--- src/rtl/axi_read_arbiter_pkg.sv ---
`default_nettype none
// ============================================================================
// Module : axi_read_arbiter_pkg
// Shared state encoding and requester ids for the imem read arbiter.
// Rev    : 1.0
// ============================================================================
package axi_read_arbiter_pkg;

  typedef logic [1:0] arb_state_t;

  localparam arb_state_t ARB_IDLE = 2'd0;
  localparam arb_state_t ARB_AR   = 2'd1;
  localparam arb_state_t ARB_R    = 2'd2;

  localparam logic REQ_ICACHE = 1'b0;
  localparam logic REQ_DCACHE = 1'b1;

endpackage
`default_nettype wire

--- src/rtl/axi_read_if.sv ---
`default_nettype none
// ============================================================================
// Module : axi_read_if
// AXI read address / read data channel bundle with master and slave views.
// Rev    : 1.0
// ============================================================================
interface axi_read_if #(
  parameter int ADDR_WIDTH = 32,
  parameter int DATA_WIDTH = 32,
  parameter int LEN_WIDTH  = 8
);
  logic [ADDR_WIDTH-1:0] araddr;
  logic [LEN_WIDTH-1:0]  arlen;
  logic                  arvalid;
  logic                  arready;
  logic [DATA_WIDTH-1:0] rdata;
  logic [1:0]            rresp;
  logic                  rlast;
  logic                  rvalid;
  logic                  rready;

  modport master (output araddr, arlen, arvalid, rready,
                  input  arready, rdata, rresp, rlast, rvalid);
  modport slave  (input  araddr, arlen, arvalid, rready,
                  output arready, rdata, rresp, rlast, rvalid);
endinterface
`default_nettype wire

--- src/rtl/axi_read_arbiter_rr_arbiter2.sv ---
`default_nettype none
// ============================================================================
// Module : rr_arbiter2
// Two-way round-robin grant; on a tie the requester that did not win last time wins.
// Rev    : 1.0
// ============================================================================
module rr_arbiter2
  import axi_read_arbiter_pkg::*;
(
  input  logic [1:0] req,
  input  logic       last_grant,
  output logic [1:0] gnt
);

  logic w_last_dcache;

  assign w_last_dcache = (last_grant == REQ_DCACHE);
  assign gnt[0] = req[0] & (~req[1] |  w_last_dcache);
  assign gnt[1] = req[1] & (~req[0] | ~w_last_dcache);

endmodule
`default_nettype wire

--- src/rtl/axi_read_arbiter.sv ---
`default_nettype none
// ============================================================================
// Module : axi_read_arbiter
// Shares one imem AXI read port between icache (m0) and dcache (m1) fills.
// Rev    : 1.0
// ============================================================================
module axi_read_arbiter
  import axi_read_arbiter_pkg::*;
#(
  parameter int ADDR_WIDTH = 32,
  parameter int DATA_WIDTH = 32,
  parameter int LEN_WIDTH  = 8
) (
  input  logic        clk,
  input  logic        rst_n,
  axi_read_if.slave   m0_axi,
  axi_read_if.slave   m1_axi,
  axi_read_if.master  s_axi,
  output logic        owner_o,
  output logic        busy_o,
  output logic        err_o
);

  arb_state_t            r_state;
  logic                  r_last_grant;
  logic                  r_owner;
  logic [ADDR_WIDTH-1:0] r_araddr;
  logic [LEN_WIDTH-1:0]  r_arlen;
  logic [LEN_WIDTH-1:0]  r_beat_cnt;
  logic                  r_err;

  logic [1:0]            w_gnt_raw;
  logic [1:0]            w_gnt;
  logic                  w_idle;
  logic                  w_in_r;
  logic                  w_last_cnt;
  logic                  w_beat;
  logic                  w_rlast;
  logic [DATA_WIDTH-1:0] w_rdata;

  rr_arbiter2 u_rr (
    .req        ({m1_axi.arvalid, m0_axi.arvalid}),
    .last_grant (r_last_grant),
    .gnt        (w_gnt_raw)
  );

  // Grants are masked while reset is asserted so arready stays low during reset.
  assign w_idle     = (r_state == ARB_IDLE) & rst_n;
  assign w_gnt      = w_gnt_raw & {2{w_idle}};
  assign w_in_r     = (r_state == ARB_R);
  assign w_last_cnt = (r_beat_cnt == r_arlen);
  assign w_beat     = w_in_r & s_axi.rvalid & s_axi.rready;
  assign w_rlast    = s_axi.rlast | w_last_cnt;
  assign w_rdata    = s_axi.rdata;

  assign m0_axi.arready = w_gnt[0];
  assign m1_axi.arready = w_gnt[1];

  assign s_axi.arvalid = (r_state == ARB_AR);
  assign s_axi.araddr  = r_araddr;
  assign s_axi.arlen   = r_arlen;
  assign s_axi.rready  = w_in_r & (r_owner ? m1_axi.rready : m0_axi.rready);

  assign m0_axi.rvalid = w_in_r & ~r_owner & s_axi.rvalid;
  assign m1_axi.rvalid = w_in_r &  r_owner & s_axi.rvalid;
  assign m0_axi.rlast  = w_in_r & ~r_owner & w_rlast;
  assign m1_axi.rlast  = w_in_r &  r_owner & w_rlast;
  assign m0_axi.rdata  = w_rdata;
  assign m1_axi.rdata  = w_rdata;
  assign m0_axi.rresp  = s_axi.rresp;
  assign m1_axi.rresp  = s_axi.rresp;

  assign owner_o = r_owner;
  assign busy_o  = (r_state != ARB_IDLE);
  assign err_o   = r_err;

  always_ff @(posedge clk or negedge rst_n) begin
    if (!rst_n) begin
      r_state      <= ARB_IDLE;
      r_last_grant <= REQ_DCACHE;
      r_owner      <= REQ_ICACHE;
      r_araddr     <= '0;
      r_arlen      <= '0;
      r_beat_cnt   <= '0;
      r_err        <= 1'b0;
    end else begin
      case (r_state)
        ARB_IDLE: begin
          if (|w_gnt) begin
            r_araddr     <= w_gnt[1] ? m1_axi.araddr : m0_axi.araddr;
            r_arlen      <= w_gnt[1] ? m1_axi.arlen  : m0_axi.arlen;
            r_owner      <= w_gnt[1];
            r_last_grant <= w_gnt[1];
            r_beat_cnt   <= '0;
            r_state      <= ARB_AR;
          end
        end
        ARB_AR: begin
          if (s_axi.arready) r_state <= ARB_R;
        end
        ARB_R: begin
          if (w_beat) begin
            // Early rlast or a missing rlast on the expected final beat both flag a length error.
            if (s_axi.rlast != w_last_cnt) r_err <= 1'b1;
            if (w_rlast) r_state    <= ARB_IDLE;
            else         r_beat_cnt <= r_beat_cnt + LEN_WIDTH'(1);
          end
        end
        default: r_state <= ARB_IDLE;
      endcase
    end
  end

endmodule
`default_nettype wire

--- src/flat_wrapper.sv ---
// flat-port wrapper written by rule: the top's interface ports become plain ports
module axi_read_arbiter_flat import axi_read_arbiter_pkg::*;
#(
  parameter int ADDR_WIDTH = 32,
  parameter int DATA_WIDTH = 32,
  parameter int LEN_WIDTH  = 8
)
  (clk, rst_n, owner_o, busy_o, err_o, m0_axi_araddr, m0_axi_arlen, m0_axi_arvalid, m0_axi_rready, m0_axi_arready, m0_axi_rdata, m0_axi_rresp, m0_axi_rlast, m0_axi_rvalid, m1_axi_araddr, m1_axi_arlen, m1_axi_arvalid, m1_axi_rready, m1_axi_arready, m1_axi_rdata, m1_axi_rresp, m1_axi_rlast, m1_axi_rvalid, s_axi_araddr, s_axi_arlen, s_axi_arvalid, s_axi_rready, s_axi_arready, s_axi_rdata, s_axi_rresp, s_axi_rlast, s_axi_rvalid);
  axi_read_if #(.ADDR_WIDTH(ADDR_WIDTH), .DATA_WIDTH(DATA_WIDTH), .LEN_WIDTH(LEN_WIDTH)) m0_axi_i ();
  axi_read_if #(.ADDR_WIDTH(ADDR_WIDTH), .DATA_WIDTH(DATA_WIDTH), .LEN_WIDTH(LEN_WIDTH)) m1_axi_i ();
  axi_read_if #(.ADDR_WIDTH(ADDR_WIDTH), .DATA_WIDTH(DATA_WIDTH), .LEN_WIDTH(LEN_WIDTH)) s_axi_i ();
  input  logic clk;
  input  logic rst_n;
  output logic owner_o;
  output logic busy_o;
  output logic err_o;
  input wire logic [$bits(m0_axi_i.araddr)-1:0] m0_axi_araddr;
  input wire logic [$bits(m0_axi_i.arlen)-1:0] m0_axi_arlen;
  input wire logic [$bits(m0_axi_i.arvalid)-1:0] m0_axi_arvalid;
  input wire logic [$bits(m0_axi_i.rready)-1:0] m0_axi_rready;
  output wire logic [$bits(m0_axi_i.arready)-1:0] m0_axi_arready;
  output wire logic [$bits(m0_axi_i.rdata)-1:0] m0_axi_rdata;
  output wire logic [$bits(m0_axi_i.rresp)-1:0] m0_axi_rresp;
  output wire logic [$bits(m0_axi_i.rlast)-1:0] m0_axi_rlast;
  output wire logic [$bits(m0_axi_i.rvalid)-1:0] m0_axi_rvalid;
  input wire logic [$bits(m1_axi_i.araddr)-1:0] m1_axi_araddr;
  input wire logic [$bits(m1_axi_i.arlen)-1:0] m1_axi_arlen;
  input wire logic [$bits(m1_axi_i.arvalid)-1:0] m1_axi_arvalid;
  input wire logic [$bits(m1_axi_i.rready)-1:0] m1_axi_rready;
  output wire logic [$bits(m1_axi_i.arready)-1:0] m1_axi_arready;
  output wire logic [$bits(m1_axi_i.rdata)-1:0] m1_axi_rdata;
  output wire logic [$bits(m1_axi_i.rresp)-1:0] m1_axi_rresp;
  output wire logic [$bits(m1_axi_i.rlast)-1:0] m1_axi_rlast;
  output wire logic [$bits(m1_axi_i.rvalid)-1:0] m1_axi_rvalid;
  output wire logic [$bits(s_axi_i.araddr)-1:0] s_axi_araddr;
  output wire logic [$bits(s_axi_i.arlen)-1:0] s_axi_arlen;
  output wire logic [$bits(s_axi_i.arvalid)-1:0] s_axi_arvalid;
  output wire logic [$bits(s_axi_i.rready)-1:0] s_axi_rready;
  input wire logic [$bits(s_axi_i.arready)-1:0] s_axi_arready;
  input wire logic [$bits(s_axi_i.rdata)-1:0] s_axi_rdata;
  input wire logic [$bits(s_axi_i.rresp)-1:0] s_axi_rresp;
  input wire logic [$bits(s_axi_i.rlast)-1:0] s_axi_rlast;
  input wire logic [$bits(s_axi_i.rvalid)-1:0] s_axi_rvalid;
  assign m0_axi_i.araddr = m0_axi_araddr;
  assign m0_axi_i.arlen = m0_axi_arlen;
  assign m0_axi_i.arvalid = m0_axi_arvalid;
  assign m0_axi_i.rready = m0_axi_rready;
  assign m0_axi_arready = m0_axi_i.arready;
  assign m0_axi_rdata = m0_axi_i.rdata;
  assign m0_axi_rresp = m0_axi_i.rresp;
  assign m0_axi_rlast = m0_axi_i.rlast;
  assign m0_axi_rvalid = m0_axi_i.rvalid;
  assign m1_axi_i.araddr = m1_axi_araddr;
  assign m1_axi_i.arlen = m1_axi_arlen;
  assign m1_axi_i.arvalid = m1_axi_arvalid;
  assign m1_axi_i.rready = m1_axi_rready;
  assign m1_axi_arready = m1_axi_i.arready;
  assign m1_axi_rdata = m1_axi_i.rdata;
  assign m1_axi_rresp = m1_axi_i.rresp;
  assign m1_axi_rlast = m1_axi_i.rlast;
  assign m1_axi_rvalid = m1_axi_i.rvalid;
  assign s_axi_araddr = s_axi_i.araddr;
  assign s_axi_arlen = s_axi_i.arlen;
  assign s_axi_arvalid = s_axi_i.arvalid;
  assign s_axi_rready = s_axi_i.rready;
  assign s_axi_i.arready = s_axi_arready;
  assign s_axi_i.rdata = s_axi_rdata;
  assign s_axi_i.rresp = s_axi_rresp;
  assign s_axi_i.rlast = s_axi_rlast;
  assign s_axi_i.rvalid = s_axi_rvalid;
  axi_read_arbiter #(.ADDR_WIDTH(ADDR_WIDTH), .DATA_WIDTH(DATA_WIDTH), .LEN_WIDTH(LEN_WIDTH)) u_core (.clk(clk), .rst_n(rst_n), .m0_axi(m0_axi_i), .m1_axi(m1_axi_i), .s_axi(s_axi_i), .owner_o(owner_o), .busy_o(busy_o), .err_o(err_o));
endmodule
--- config.mk ---
export PLATFORM = sky130hd
export DESIGN_NAME = axi_read_arbiter_flat
export DESIGN_NICKNAME = d
export VERILOG_FILES = /design/src/rtl/axi_read_arbiter_pkg.sv /design/src/rtl/axi_read_if.sv /design/src/rtl/axi_read_arbiter_rr_arbiter2.sv /design/src/rtl/axi_read_arbiter.sv /design/src/flat_wrapper.sv
export SDC_FILE = /design/constraint.sdc
export NUM_CORES = 1
export LEC_CHECK = 0
export BUFFER_PORTS_ARGS = -buffer_cell sky130_fd_sc_hd__buf_2
export CORE_MARGIN = 3
export CORE_UTILIZATION = 46
export CTS_CLUSTER_DIAMETER = 120
export DETAILED_ROUTE_END_ITERATION = 10
export PLACE_DENSITY = 0.95
export SYNTH_ARGS = -nofsm -noshare
export SYNTH_HDL_FRONTEND = slang
export SYNTH_SLANG_ARGS = --single-unit
--- constraint.sdc ---
create_clock -name clk -period 3.6 [get_ports clk]
set_input_delay 0.18 -clock clk [delete_from_list [all_inputs] [get_ports clk]]
set_output_delay 0.18 -clock clk [all_outputs]
set_load 0.02 [all_outputs]
==> results.tsv, run 1 <==
stage	metric	value	unit
synthesis	synth unique cells	49	
synthesis	mean area per synthesized cell	9.05	um2
synthesis	ranking of synthesized cells by area	dfrtp_1, buf_4, nand3b_1	
sta	RSZ-0062 raised after global routing	no	
drt	DR WL/cell	16.9	um
synthesis	sequential area share after synthesis	36.8	%
synthesis	FFs w/ async S/R, synth	100	%
global_route	met1 Use GR	24.2	%
floorplan	Initial Util	48.5	%
floorplan	Placement Rows	31	
worst_setup_path	Crit Path Max Fanout	41	
worst_hold_path	HP Class	input pin to flop	
sta	final hold violations	0	
power_and_ir_drop	register share of total power	38.2	%
global_route	grt met3 use	5.50	%
power_and_ir_drop	Worst VDD drop	0.336	mV
floorplan	core area	0.00745	mm2
power_and_ir_drop	Int Pwr	1.53	mW
global_route	largest net degree at the start of global routing	82	
synthesis	number of synthesized flops with an enable pin	0	
cts	worst skew pair latency	0.31	ns
power_and_ir_drop	Sw Pwr	1.32	mW
floorplan	Die ar.	0.00895	mm2
power_and_ir_drop	LEAKAGE	1.70	nW
drt	Final ANT Viol Nets	0	
drt	final WL	9.23	mm
synthesis	Post-Syn Area	0.00361	mm2
floorplan	# IOs	242	
floorplan	chip width	94.6	um
global_route	initial antenna violation count	0	
global_route	most used routing layer	met2	
worst_setup_path	Worst setup SP type	input pin	
power_and_ir_drop	Pwr Density	742	mW/mm2
drt	DR pass1 iterations	5	
drt	via count	3181	
power_and_ir_drop	overall power	2.85	mW
cts	Num CTS Buffers	5	
synthesis	Yosys top cell area share	36.0	%
power_and_ir_drop	share of total power in the clock network	11.7	%
global_route	first-pass GRT wire length	14.6	mm
worst_setup_path	critical setup path kind	input pin to output port	
drt	detailed-route DRC error count	0	
place	hpwl dp	6.53	mm
floorplan	chip height	94.6	um
place	RePlAce Congestion	0.855	
cts	Reg clk slew, reported paths	0.10	ns
synthesis	post-synthesis cell count	399	
layout	Area Growth Syn to Fin	6.20	%
sta	Setup Skew	0.0186	ns
sta	fin crit share	72.2	%
drt	first-iteration detailed-routing DRC count	229	
synthesis	Synth Net Count	524	
sta	final setup vio count	0	
cts	Max clock buf depth	2	
synthesis	top cell type by total area after synthesis	dfrtp_1	
place	Port Buf Inserts	139	
sta	Pins Over Slew Limit	0	
cts	TritonCTS Sinks	53	
sta	Slew HR	31.7	%
worst_setup_path	endpoint type of the worst setup path	output port	
global_route	vias in the first global route	3077	
synthesis	Synthesis Warnings	0	
power_and_ir_drop	combinational share of power	50.1	%
sta	Fin Setup TNS	0	ns
cts	CTS tree	yes	
synthesis	synth cell count leaders	buf_4, dfrtp_1, a21oi_1, nand3b_1, a31oi_1	
layout	Final #Nets	570	
cts	post-CTS setup buffers	0	
drt	via density per instance	5.84	
synthesis	ys flop type	dfrtp_1	
global_route	grt total ovfl	0	
synthesis	most common cell in the synthesized netlist	buf_4	
global_route	grt met2 use	34.3	%
worst_setup_path	Critical Path RT	3.42	ns
global_route	GRT Total Usage	20.5	%
sta	transition time at the pin with the least slew margin	1.03	ns
layout	share of cells above drive strength 1	36.1	%
power_and_ir_drop	Switching Share	46.4	%
sta	Final min period	2.60	ns
worst_setup_path	Crit path arrival time	2.42	ns
flow_run	Max-Cap Viols	0	
outcome	outcome	finished, final reports clean	
layout	n_diodes	0	
cts	clk root buf	clkbuf_8	
sta	Fmax	385	MHz
cts	# H-tree levels	2	
layout	fillers	699	
synthesis	Synth Register Bits	53	
[cells by family after synthesis]
logic type / share of synthesized area [%]
flip-flops: 36.8
AND/OR/NAND/NOR: 16.9
buffers and inverters: 20.5
AO/OA/AOI/OAI: 22.7
adder cells (fa/ha/maj): 0.693
XOR/XNOR: 1.94
multiplexers: 0.554
[routing by layer]
metal | vias to the layer above | wire length (um)
li1 | 1459 | -
met1 | 1491 | 3430
met2 | 196 | 4630
met3 | 35 | 855
met4 | 0 | 307
met5 | - | 0
[path summary, 6_finish.rpt]
path	start	to	slack [ns]	depth (start not counted)
worst max-delay path	rst_n	m1_axi_arready	1.0	7
worst min-delay path	s_axi_arready	u_core.r_state[0]	0.09	2
max in group asynchronous	rst_n	u_core.r_last_grant	2.39	3
worst min register to register	u_core.err_o	u_core.err_o	0.47	1
worst max register to register	u_core.r_beat_cnt[5]	u_core.r_beat_cnt[2]	1.22	7
min in group asynchronous	rst_n	u_core.r_beat_cnt[3]	0.35	2
[cell usage in the layout (no fill, tap or decap), types with 7 or more instances in the layout]
| cell | count |
|---|---|
| a21oi_1 | 42 |
| a31oi_1 | 40 |
| o21ai_0 | 36 |
| nor2_1 | 7 |
| dfrtp_1 | 52 |
| nand3b_1 | 42 |
| buf_2 | 139 |
| xor2_1 | 8 |
[power groups by stage]
| stage | registers [mW] | logic (mW) | clock network [mW] |
|---|---|---|---|
| floorplan | 1.32 | 0.868 | 0 |
| global placement | 1.08 | 1.38 | 0 |
| detailed placement | 1.09 | 1.43 | 0 |
| CTS | 1.08 | 1.43 | 0.337 |
| finish | 1.09 | 1.43 | 0.333 |
| global route | 1.12 | 1.56 | 0.356 |
[per-stage QoR]
stage / std cells / hold slack (ns) / cell area [um2] / worst slack (ns) / util, %
after global placement: 536 / 0.144 / 3740 / 1.42 / 50.3
after floorplan: 399 / -0.116 / 3610 / 1.65 / -
after global routing: 545 / 0.0892 / 3840 / 0.761 / 51.5
final: 545 / 0.0877 / 3840 / 1.00 / 51.5
after detailed placement: 536 / 0.159 / 3740 / 1.30 / 50.3
after CTS: 545 / 0.0835 / 3840 / 0.950 / 51.5
[registers in the layout (all words and copies together), names as in the netlist]
signal and flops:
u_core.err_o 1, u_core.owner_o 1, u_core.r_beat_cnt 8, u_core.r_last_grant 1, u_core.r_state 2, u_core.s_axi.araddr 32, u_core.s_axi.arlen 8
[what timing repair did]
item                      in CTS  in global routing
hold buffers                   1                  0
gates resized for setup        0                  0
hold endpoints to repair      17                  0
[worst max-delay path: stages]
cell	delay (ns)
dlygate4sd3_1	0.52
buf_2	0.41
buf_4	0.50
nand4bb_1	0.15
buf_4	0.28
nor2_1	0.17
buf_2	0.20
[cell type report]
cell class | count | area [um2] | share of cell area [%]
clock buffers | 7 | 76.3 | 1.99
clock inverters | 1 | 7.51 | 0.196
inverters | 5 | 18.8 | 0.489
multi-input cells | 236 | 1550 | 40.3
flip-flops and latches | 53 | 1330 | 34.6
well taps | 99 | 124 | 3.23
repair buffers | 144 | 736 | 19.2
(Power assumes the default switching activity.)
==> run 2, diff against run 1 <==
--- a/config.mk
+++ b/config.mk
@@ -7,10 +7,10 @@
 export LEC_CHECK = 0
 export BUFFER_PORTS_ARGS = -buffer_cell sky130_fd_sc_hd__buf_2
 export CORE_MARGIN = 3
-export CORE_UTILIZATION = 46
+export CORE_UTILIZATION = 43
 export CTS_CLUSTER_DIAMETER = 120
 export DETAILED_ROUTE_END_ITERATION = 10
-export PLACE_DENSITY = 0.95
+export PLACE_DENSITY = 0.92
 export SYNTH_ARGS = -nofsm -noshare
 export SYNTH_HDL_FRONTEND = slang
 export SYNTH_SLANG_ARGS = --single-unit
==> constraint.sdc (replaced) <==
create_clock -name clk -period 2.5 [get_ports clk]
set_input_delay 0.125 -clock clk [delete_from_list [all_inputs] [get_ports clk]]
set_output_delay 0.125 -clock clk [all_outputs]
set_load 0.02 [all_outputs]
==> results.tsv, run 2 (synthesis results as in run 1) <==
stage	metric	value	unit
worst_hold_path	Worst Hold Launch	s_axi_arready	
floorplan	Placement Rows	32	
floorplan	Initial Util	45.6	%
worst_setup_path	Reg2Reg Depth	7	
drt	DR pass1 iterations	4	
sta	hold_ws	0.0242	ns
worst_setup_path	CP Launch Point	u_core.r_beat_cnt[5]	
drt	first-iteration detailed-routing DRC count	94	
sta	Setup Skew	0.00697	ns
place	DP Worst Slack	0.332	ns
sta	Final min period	2.25	ns
cts	TritonCTS Sinks	53	
cts	Reg clk slew, reported paths	0.09	ns
place	RePlAce Congestion	0.863	
sta	final setup vio count	0	
worst_hold_path	HP Class	input pin to flop	
place	Port Buf Inserts	139	
drt	WL met1	3.58	mm
worst_hold_path	hold depth	2	
floorplan	# IOs	242	
sta	RSZ-0062 raised after global routing	no	
sta	final hold violations	0	
layout	max FFs per register	32	
drt	Max Used Layer	met4	
drt	DR WL/cell	16.2	um
floorplan	core area	0.00793	mm2
drt	met3 wire len	633	um
layout	Final #Nets	576	
floorplan	chip width	97.7	um
worst_setup_path	Crit Path Max Fanout	9	
layout	most frequent cells in the layout	buf_2, dfrtp_1, nand3b_1, a21oi_1, a31oi_1	
layout	share of cells above drive strength 1	36.9	%
power_and_ir_drop	Pwr Density	1050	mW/mm2
cts	CTS tree	yes	
outcome	outcome	finished, final reports clean	
power_and_ir_drop	LEAKAGE	1.73	nW
sta	Slew HR	59.9	%
power_and_ir_drop	Worst VDD drop	0.481	mV
global_route	vias in the first global route	3067	
worst_setup_path	RR Startpoint	u_core.r_beat_cnt[5]	
global_route	first-pass GRT wire length	14.6	mm
drt	Final ANT Viol Nets	0	
worst_setup_path	Worst setup SP type	flop	
global_route	initial antenna violation count	0	
place	hpwl dp	6.52	mm
drt	final WL	8.98	mm
floorplan	Die ar.	0.00954	mm2
cts	worst skew pair latency	0.30	ns
sta	fin crit share	89.8	%
worst_setup_path	endpoint type of the worst setup path	flop	
cts	clk root buf	clkbuf_8	
sta	final setup margin	0.254	ns
global_route	grt total ovfl	0	
cts	Num CTS Buffers	5	
layout	most common cell after layout, fill and taps aside	buf_2	
drt	via density per instance	5.59	
sta	Pins Over Slew Limit	0	
drt	Met2 Wirelength	4.53	mm
cts	Max clock buf depth	2	
global_route	largest net degree at the start of global routing	82	
worst_setup_path	critical setup path kind	flop to flop	
worst_setup_path	Crit path arrival time	2.49	ns
sta	Fin Setup TNS	0	ns
layout	Area Growth Syn to Fin	7.97	%
place	Post-DP Area	0.00380	mm2
floorplan	chip height	97.7	um
global_route	GRT Total Usage	18.4	%
cts	# H-tree levels	2	
sta	transition time at the pin with the least slew margin	0.600	ns
layout	fillers	743	
worst_setup_path	Critical Path RT	2.74	ns
flow_run	Max-Cap Viols	0	
drt	via count	3100	
drt	detailed-route DRC error count	0	
layout	design area	0.00390	mm2
sta	Fmax	445	MHz
worst_setup_path	setup slack, reg-to-reg	0.25	ns
-- run 2: cell count changes in the layout (fill, tap and decap cells not counted) --
cell / before / now
buf_12: 0 / 1
diode_2: 0 / 1
buf_4: 4 / 9
-- run 2: layer usage --
metal / vias up / track usage [%]
li1: 1469 / -
met1: 1476 / 21.8
met2: 123 / 32.0
met3: 32 / 4.52
met4: 0 / 7.03
met5: - / 0
-- run 2: worst paths after layout --
kind | endpoint
worst max-delay path | u_core.r_beat_cnt[2]
worst min-delay path | u_core.r_state[0]
worst max register to register | u_core.r_beat_cnt[2]
worst min register to register | u_core.err_o
max in group asynchronous | u_core.r_last_grant
min in group asynchronous | u_core.s_axi.arlen[2]
-- run 2: worst max-delay path, cell delays in order, from the launching register on --
cell and delay, ns:
dfrtp_1 0.46, xor2_1 0.19, nor4_1 0.38, nand2_1 0.10
ha_1 0.26, nand4b_4 0.18, a2bb2oi_1 0.37, a221o_1 0.22
-- run 2: through the flow --
step	total power [mW]	std cells	util (%)
6_report	4.10	555	49.2
5_1_grt	4.39	554	49.2
4_1_cts	4.13	554	49.2
3_5_place_dp	3.65	545	48.0
3_3_place_gp	3.58	545	48.0
2_1_floorplan	3.15	399	-
-- run 2: area by class of cell --
type | count | area, um2 | share of cell area [%]
timing repair buffer | 150 | 793 | 20.3
multi-input combinational | 236 | 1550 | 39.7
antenna | 1 | 2.50 | 0.0642
tap | 102 | 128 | 3.27
clock inverter | 1 | 7.51 | 0.192
clock buffer | 7 | 76.3 | 1.96
sequential | 53 | 1330 | 34.0
inverter | 5 | 18.8 | 0.481
-- run 2: power breakdown --
group | switching (mW) | internal (mW) | total, mW | leakage [nW]
logic | 1.30 | 0.791 | 2.09 | 1.09
clock network | 0.274 | 0.199 | 0.473 | 0.0385
registers | 0.305 | 1.24 | 1.54 | 0.608
total | 1.87 | 2.23 | 4.10 | 1.73
-- run 2: timing repair --
item | CTS | global route
setup endpoints to repair | 0 | 0
endpoints found under the hold margin | 52 | 0
hold buffers | 1 | 0
resized for setup | 0 | 0
buffers inserted | 0 | 0
